**src/rtl/card_shoe_arbiter.sv**
```systemverilog
// Finite card shoe with round-robin draw arbitration: tracks per-value counts (2..11) and resolves random values to present cards.
// Optional CARD_SHOE_AUTO_RESHUFFLE_EN: reload the shoe before serving a request once cards_left <= RESHUF_THRESH.
module card_shoe_arbiter #(
  parameter int NREQ          = 2,
  parameter int DECKS         = 1,
  parameter int RESHUF_THRESH = 15
) (
  input  logic            clk,
  input  logic            rst,
  input  logic [NREQ-1:0] req,
  input  logic [4:0]      rng_val,
  input  logic            shuffle_req,
  output logic [NREQ-1:0] gnt,
  output logic [4:0]      card_val,
  output logic            card_valid,
  output logic            busy,
  output logic [7:0]      cards_left,
  output logic            reshuffle_due
);

  localparam int         PW       = (NREQ > 1) ? $clog2(NREQ) : 1;
  localparam logic [6:0] LOAD_LOW = 7'(4 * DECKS);
  localparam logic [6:0] LOAD_TEN = 7'(16 * DECKS);
  localparam logic [7:0] LOAD_ALL = 8'(52 * DECKS);
  localparam logic [7:0] THRESH   = 8'(RESHUF_THRESH);

  typedef enum logic [1:0] {ST_SHUFFLE, ST_IDLE, ST_DRAW, ST_SCAN} state_t;

  state_t          state_reg;
  logic [3:0]      ptr_reg;
  logic [PW-1:0]   last_reg;
  logic [PW-1:0]   win_reg;
  logic [NREQ-1:0] gnt_reg;
  logic [4:0]      card_val_reg;
  logic            card_valid_reg;
  logic            busy_reg;
  logic [7:0]      cards_left_reg;
  logic [6:0]      count_reg [10];

  logic            rng_in_range;
  logic [6:0]      rng_cnt;
  logic [6:0]      ptr_cnt;
  logic [3:0]      miss_ptr;
  logic [3:0]      ptr_wrap;
  logic            deliver;
  logic [3:0]      del_val;
  logic            any_req;
  logic            reload_on_req;
  logic [PW-1:0]   winner;
  logic [PW-1:0]   rr_idx;
  logic            rr_found;
  logic [NREQ-1:0] win_onehot;
  logic [9:0]      load_en;
  logic [9:0]      dec_en;

  assign rng_in_range = (rng_val >= 5'd2) && (rng_val <= 5'd11);

  always_comb begin
    rng_cnt = '0;
    ptr_cnt = '0;
    for (int i = 0; i < 10; i++) begin
      if (rng_val == 5'(i + 2)) rng_cnt = count_reg[i];
      if (ptr_reg == 4'(i + 2)) ptr_cnt = count_reg[i];
    end
  end

  always_comb begin
    if (!rng_in_range || rng_val == 5'd11) miss_ptr = 4'd2;
    else                                   miss_ptr = rng_val[3:0] + 4'd1;
  end

  assign ptr_wrap = (ptr_reg == 4'd11) ? 4'd2 : ptr_reg + 4'd1;

  // A hit in DRAW or SCAN delivers the card in the same edge.
  always_comb begin
    deliver = 1'b0;
    del_val = ptr_reg;
    if (state_reg == ST_DRAW && rng_in_range && rng_cnt != '0) begin
      deliver = 1'b1;
      del_val = rng_val[3:0];
    end else if (state_reg == ST_SCAN && ptr_cnt != '0) begin
      deliver = 1'b1;
      del_val = ptr_reg;
    end
  end

  // The granted requester still holds req during its gnt cycle; ignore it then.
  assign any_req = (|req) && !card_valid_reg;

`ifdef CARD_SHOE_AUTO_RESHUFFLE_EN
  assign reload_on_req = (cards_left_reg == 8'd0) || (cards_left_reg <= THRESH);
`else
  assign reload_on_req = (cards_left_reg == 8'd0);
`endif

  always_comb begin
    winner   = last_reg;
    rr_found = 1'b0;
    rr_idx   = '0;
    for (int i = 1; i <= NREQ; i++) begin
      rr_idx = PW'((int'(last_reg) + i) % NREQ);
      if (!rr_found && req[rr_idx]) begin
        winner   = rr_idx;
        rr_found = 1'b1;
      end
    end
  end

  generate
    for (genvar gi = 0; gi < NREQ; gi++) begin : g_onehot
      assign win_onehot[gi] = (win_reg == PW'(gi));
    end
    for (genvar gi = 0; gi < 10; gi++) begin : g_count_en
      assign load_en[gi] = (state_reg == ST_SHUFFLE) && (ptr_reg == 4'(gi + 2));
      assign dec_en[gi]  = deliver && (del_val == 4'(gi + 2)) && (count_reg[gi] != '0);
    end
  endgenerate

  always_ff @(posedge clk) begin
    for (int i = 0; i < 10; i++) begin
      if (rst)             count_reg[i] <= '0;
      else if (load_en[i]) count_reg[i] <= (i == 8) ? LOAD_TEN : LOAD_LOW;
      else if (dec_en[i])  count_reg[i] <= count_reg[i] - 7'd1;
    end
  end

  always_ff @(posedge clk) begin
    if (rst) begin
      state_reg      <= ST_SHUFFLE;
      ptr_reg        <= 4'd2;
      last_reg       <= PW'(NREQ - 1);
      win_reg        <= '0;
      gnt_reg        <= '0;
      card_val_reg   <= '0;
      card_valid_reg <= 1'b0;
      busy_reg       <= 1'b1;
      cards_left_reg <= '0;
    end else begin
      gnt_reg        <= '0;
      card_valid_reg <= 1'b0;
      if (deliver) begin
        gnt_reg        <= win_onehot;
        card_valid_reg <= 1'b1;
        card_val_reg   <= {1'b0, del_val};
        last_reg       <= win_reg;
        if (cards_left_reg != 8'd0) cards_left_reg <= cards_left_reg - 8'd1;
        state_reg      <= ST_IDLE;
        busy_reg       <= 1'b0;
      end else begin
        case (state_reg)
          ST_SHUFFLE: begin
            if (ptr_reg == 4'd11) begin
              cards_left_reg <= LOAD_ALL;
              state_reg      <= ST_IDLE;
              busy_reg       <= 1'b0;
            end else begin
              ptr_reg <= ptr_reg + 4'd1;
            end
          end
          ST_IDLE: begin
            if (shuffle_req || (any_req && reload_on_req)) begin
              state_reg <= ST_SHUFFLE;
              ptr_reg   <= 4'd2;
              busy_reg  <= 1'b1;
            end else if (any_req) begin
              win_reg   <= winner;
              state_reg <= ST_DRAW;
              busy_reg  <= 1'b1;
            end
          end
          ST_DRAW: begin
            ptr_reg   <= miss_ptr;
            state_reg <= ST_SCAN;
          end
          ST_SCAN: ptr_reg <= ptr_wrap;
          default: state_reg <= ST_IDLE;
        endcase
      end
    end
  end

  assign gnt           = gnt_reg;
  assign card_val      = card_val_reg;
  assign card_valid    = card_valid_reg;
  assign busy          = busy_reg;
  assign cards_left    = cards_left_reg;
  assign reshuffle_due = (cards_left_reg <= THRESH);

endmodule

```
**config.mk**
```make
export PLATFORM = sky130hd
export DESIGN_NAME = card_shoe_arbiter
export DESIGN_NICKNAME = d
export VERILOG_FILES = /design/src/rtl/card_shoe_arbiter.sv
export SDC_FILE = /design/constraint.sdc
export NUM_CORES = 1
export LEC_CHECK = 0
export BUFFER_PORTS_ARGS = -buffer_cell sky130_fd_sc_hd__buf_4
export CORE_MARGIN = 2
export CORE_UTILIZATION = 45
export CTS_CLUSTER_DIAMETER = 120
export DETAILED_ROUTE_END_ITERATION = 8
export GPL_ROUTABILITY_DRIVEN = 0
export MAX_ROUTING_LAYER = met4
export PLACE_DENSITY_LB_ADDON = 0.05
export REMOVE_ABC_BUFFERS = 1
export SLEW_MARGIN = 10
export SYNTH_ARGS = -nofsm -noshare
export SYNTH_HDL_FRONTEND = slang
export SYNTH_SLANG_ARGS = --single-unit
```
**constraint.sdc**
```tcl
create_clock -name clk -period 4.2 [get_ports clk]
set_input_delay 0.42 -clock clk [delete_from_list [all_inputs] [get_ports clk]]
set_output_delay 0.42 -clock clk [all_outputs]
set_load 0.005 [all_outputs]
```
After elaboration in Yosys (flattened, before gate mapping)
Memory sizes are Yosys's and may differ from the RTL's. Index checks and enable logic that the tools add are counted.

Flip-flop bits (word level): 24. Bits in writable memories: 70. Input port bits: 10. Output and inout port bits: 18. Logic and storage cells: 307. Memories kept: 1.

Memories: count_reg (words 10, bits a word 7, rd ports 10, clocked after memory_dff 0, wr ports 10, RTL line 38) `logic [6:0] count_reg [10];`.

$add $sub $neg: 15. Order comparisons: 5. Equality and inequality tests: 40. Mux-type cells: 142. Bitwise operators: 23. Reductions and logical operators: 71.

Operator list (number): 2-to-1 mux 7 bit (40); 2-to-1 mux 1 bit (87); nonzero test 7 bit (12); subtractor 7 x 1 -> 7 bit (second input constant) (10); logical AND 1 bit (37); == test 4 x 3 -> 1 bit (second input constant) (8); == test 4 bit (second input constant) (8); 2-to-1 mux 8 bit (4); == test 5 x 3 -> 1 bit (second input constant) (4); == test 5 x 4 -> 1 bit (second input constant) (4); 2-to-1 mux 4 bit (5); OR 1 bit (20); == test 4 x 2 -> 1 bit (second input constant) (4); one-hot mux 4 bit (4 select lines) (1); AND reduction 3 bit (5); == test 5 x 2 -> 1 bit (second input constant) (2); adder 4 x 1 -> 4 bit (second input constant) (2); less-or-equal comparator 8 x 4 -> 1 bit (second input constant) (1); zero test 8 bit (1); nonzero test 8 bit (1); subtractor 8 x 1 -> 8 bit (second input constant) (1); 2-to-1 mux 2 bit (3); one-hot mux 2 bit (3 select lines) (1); nonzero test 3 bit (2); other kinds (20) (33).

Longest topological paths before layout
Depth after elaboration: 22. Gate-level depth with buffers: 13. Gate-level depth less buffers: 9.

Least setup slack after synthesis
Ideal clock, no wire load.

Kind: input-to-reg. Start: input rng_val[1]. End: memory count_reg[9][0] (enable). Library setup time: 0.398 ns. Data arrival time: 3.382 ns. Data required time: 3.802 ns. Path slack: 0.420 ns. Cell stages on the path: 10. Path buffers: 1. Cells stage by stage: inv_1 ha_1 buf_2 a21oi_1 a2111oi_0 o21ai_0 o211a_4 a2111oi_4 nor2_1 o311ai_0.

RTL lines: start: declaration (RTL line 11) `input logic [4:0] rng_val,`; end: declaration (RTL line 38).

Worst setup path in the final report
Start: register ptr_reg[0]. End: register ptr_reg[0].

Word-level cells in the longest chain between the ends: 17. Elaborated cells on any way between the ends: 31. Those cells by class: add/sub: 1; eq/ne: 11; mux: 15; bitwise: 1; reduce/logical: 3.

RTL lines: start: declaration (RTL line 30) `logic [3:0] ptr_reg;`; start signal: assignment (RTL line 157) `ptr_reg <= ptr_reg + 4'd1;`; start signal: assignment (RTL line 172) `ptr_reg <= miss_ptr;`; start signal: assignment (RTL line 175) `ST_SCAN: ptr_reg <= ptr_wrap;`; == test 4 x 2 -> 1 bit (RTL line 63) `if (ptr_reg == 4'(i + 2)) ptr_cnt = count_reg[i];`; 2-to-1 mux 7 bit (10 in a row) (RTL line 63); nonzero test 7 bit (RTL line 81) `end else if (state_reg == ST_SCAN && ptr_cnt != '0) begin`; logical AND 1 bit (RTL line 81); 2-to-1 mux 1 bit (RTL line 81); 2-to-1 mux 1 bit (RTL line 78) `if (state_reg == ST_DRAW && rng_in_range && rng_cnt != '0) begin`; inverter 1 bit (no source line); AND reduction 3 bit (no source line).

Several ways; a longest one is shown, not always the timed one. The select of a mux whose other input is x is not followed. A chain may end at the register's enable or synchronous reset.

==> summary.md <==
After detailed routing, the average wire length per cell comes to 19.3 um. After synthesis, the mean cell area works out to 9.22 um2. 0 antenna diodes ended up in the layout.

In this run the core area contains 45 standard-cell rows. In this run the cell area measured after placement is 7550 um2. The proportion of register bits with asynchronous set or reset after synthesis came out at 0. Number of max-slew violations in the final report: 0. The global routing usage summed across all routing layers is 0.251, and the combined buffer and inverter count along the critical path is 3.

The power density of the placed cells was 422 nW/um2; the total chip power was 3.31 mW. The post-placement worst setup slack was 0.239 ns. Post-CTS repair changed the size of 0 cells. Number of antenna violations at the first check in global routing: 0. Number of nets at the end of the flow: 837.

The type of the worst setup path is register to register. For this block, wires on met1 add up to 9.14 mm. For the total area of multi-input combinational cells, the log shows 4070 um2. The clock tree synthesis step divided the H-tree into 3 levels.

28 I/O pins were placed. The total number of vias is 6212, and the number of clock sinks is 94. The tools report the post-layout worst setup margin as 0.447 ns. The worst hold-check path type was input pin to register. The switching share of power is 0.403, and the final critical-path share of the clock period is 0.894. The most used flip-flop cell after synthesis is edfxtp_1. Depth of the most critical reg-to-reg path: 11. The maximum count of clock buffers along a single path was 2. The die covers 16700 um2. The critical path goes through inv_1, ha_1, buf_4, a21oi_1, a32oi_1, o311ai_0, o211a_1, a211oi_1, buf_4, nor2_1, a311oi_1. The tools report the count of hold-fix buffers inserted at cts as 0. The worst setup path is captured at a register.

Initial cell density of the core: 0.462. The largest fanout on the critical path is 13, and the part of the total power dissipated in combinational logic is 0.374. The detailed router finished its first iteration with 491 violations.

Including well taps, the total number of placed cells is 992. Across the run, the number of max-cap violations was 0. The count of endpoints failing hold in the final timing report is 0.

The most prevalent standard cell on the critical path is buf_4. The proportion of power drawn by the clock network is 0.240, and the data required time of the worst path is 4.40 ns. Fill cells in the final layout number 1432. Clock-pin slew on the worst setup and hold paths: 0.08 ns. For this run, the number of standard cells in the final layout without fillers is 1008. Setup repair after global routing left no endpoint under its margin. Post-synthesis sequential area ratio: 0.366. For the worst-skew pair, the clock arrives at the later sink with an insertion delay of 0.37 ns. The run finished with clean final reports. The cell type of the slowest stage on the worst timing path is nor2_1. The storage element area is 2580 um2, and the number of synthesized flops with an enable pin is 70.

On the worst path, the slowest cell contributes a delay of 0.74 ns. On the critical path the largest part of the delay comes from compound AO/OA/AOI/OAI gates. The final total negative setup slack is 0 ns. The max-slew headroom at the worst pin is 0.346. Global routing finished with a remaining overflow of 0.

The final count of negative-setup-slack endpoints came out at 0. Across the VDD grid, the largest voltage drop is 0.261 mV. The register with the most flip-flops in the layout has 70 of them. The die boundary height came out at 129 um. For this design the total switching power over the nets is 1.33 mW. In this run the remaining antenna-violating nets after routing total 0.

The cell depth of the worst setup path was 11; the count of synthesis-stage warnings from yosys was 0. For the global-route wire length before repair, the log shows 31.6 mm. TritonCTS created 9 clock buffers.

The run gives 0 as the count of buffers added by post-CTS timing repair for setup. The post-layout instance area was 7830 um2. The tree is rooted in a clkbuf_16.

In this run, synthesis produced a sequential element count of 94. The fraction of final layout cells with drive strength greater than 1 was 0.138; the cell depth of the worst min-delay path was 3. The sum of routed wire length over all layers is 19.5 mm. The end-of-flow core utilization was 0.513; the number of iterations in the first detailed-routing pass was 5. The total area inside the core boundary comes to 15300 um2.

The final critical path time including I/O delays and setup is 3.75 ns, and the length of routed met2 wiring is 8.94 mm. After technology mapping, the gate count stands at 765. Timing would allow up to 266 MHz. Dividing the detail-routed via count by the number of cells gives 6.16. In the routed design, unresolved DRC markers number 0. The chip width was 129 um. The reported leakage power came out at 2.74 nW. The routed design uses 1.08 mm of met3 wire.

Setup skew after layout: 0.0111 ns. The tools report the part of the power in registers as 0.386. The logs give 5913 for the via count of the first global-routing pass and 14.3 mm for the detailed placer's ending HPWL. The cell area that synthesis handed to floorplanning was 7050 um2. The worst setup path is launched from a register. Entering global routing, the biggest net connects 42 pins.

The number of buffers added on ports is 26, and the hold slack is 0.396 ns. Data on the critical path arrives at its endpoint at 3.95 ns. The layout overhead on the synthesized area came out at 11.1%.

The topmost layer with routed signal wires was met4. The internal power of the cells totals 1.97 mW. Number of different library cells in the post-synthesis netlist: 81. TritonCTS built the clock tree. For the pin with the worst max-slew slack, the measured transition is 0.977 ns.
-- cells in the mapped netlist (15+ instances only) --
cell type  instances  area [um2]
clkbuf_1          20        75.1
nand2_1           57         214
nand3b_1          15         113
inv_1             42         158
o21ai_0           22         110
dfxtp_1           24         480
nor3_1            50         250
nand3_1           28         140
buf_2             17        85.1
ha_1              35         438
xor2_1            28         245
edfxtp_1          70        2100
a21oi_1           28         140
nor4_1            39         244
or3_1             18         113
xnor2_1           22         193
nor2_1            52         195
-- power by group through the flow --
stage	Clock (mW)	Sequential [mW]	Combinational (mW)
floorplan	0	1.23	0.838
global placement	0	1.29	1.20
detailed placement	0	1.29	1.21
CTS	0.810	1.27	1.22
global route	0.845	1.29	1.35
finish	0.793	1.28	1.24
-- metal layers --
metal / vias to the layer above / GRT usage
met1: 3021 / 0.346
met4: 0 / 0.0691
li1: 2965 / -
met2: 202 / 0.383
met3: 24 / 0.0434
met5: - / -
-- area by class of cell --
| type | count | share of cell area |
|---|---|---|
| Clock buffer | 9 | 0.0288 |
| Clock inverter | 7 | 0.00671 |
| Inverter | 42 | 0.0201 |
| Multi-Input combinational cell | 582 | 0.519 |
| Sequential cell | 94 | 0.330 |
| Tap cell | 211 | 0.0337 |
| Timing Repair Buffer | 63 | 0.0620 |
-- tightest hold or removal path, cell delays in order --
cell and delay [ns]:
buf_4 0.15, nor2_1 0.10, a311oi_1 0.05
-- path summary, 6_finish.rpt --
path	startpoint	endpoint	slack [ns]
setup / recovery	ptr_reg[0]	ptr_reg[0]	0.45
hold / removal	rng_val[3]	card_val[3]	0.40
hold reg to reg	win_reg	gnt[0]	0.42
setup reg to reg	ptr_reg[0]	ptr_reg[0]	0.45
-- cells in the final DEF (no fill, tap or decap), types with 5 or more instances in the layout --
cell type	count
o2111ai_1	5
a31oi_1	10
nand3b_1	15
xnor2_1	22
dfxtp_1	24
nand3_1	28
o32ai_1	7
nor2b_1	8
xor2_1	28
o31ai_1	7
nand2b_1	8
o22ai_1	5
nand4_1	7
a211oi_1	10
o211ai_1	9
and3_1	6
nor4b_1	6
ha_1	35
nand2_1	57
nor2_1	52
nor3_1	50
a311oi_1	7
o21ai_0	22
a21oi_1	28
clkbuf_16	9
or3_1	18
inv_1	42
buf_4	62
nor3b_1	9
nor4_1	39
edfxtp_1	70
-- logic make-up (layout without fill, tap and decap cells) --
| logic type | count (synthesis) | count (layout) | share of synthesized area |
|---|---|---|---|
| other | 1 | 1 | 0.000532 |
| XOR/XNOR | 50 | 50 | 0.0621 |
| AND/OR/NAND/NOR | 318 | 318 | 0.245 |
| flip-flops | 94 | 94 | 0.366 |
| buffers and inverters | 89 | 121 | 0.0573 |
| adder cells (fa/ha/maj) | 35 | 35 | 0.0621 |
| multiplexers | 3 | 3 | 0.00444 |
| AO/OA/AOI/OAI | 175 | 175 | 0.202 |
Note: power is estimated with default switching activity, not from simulation.
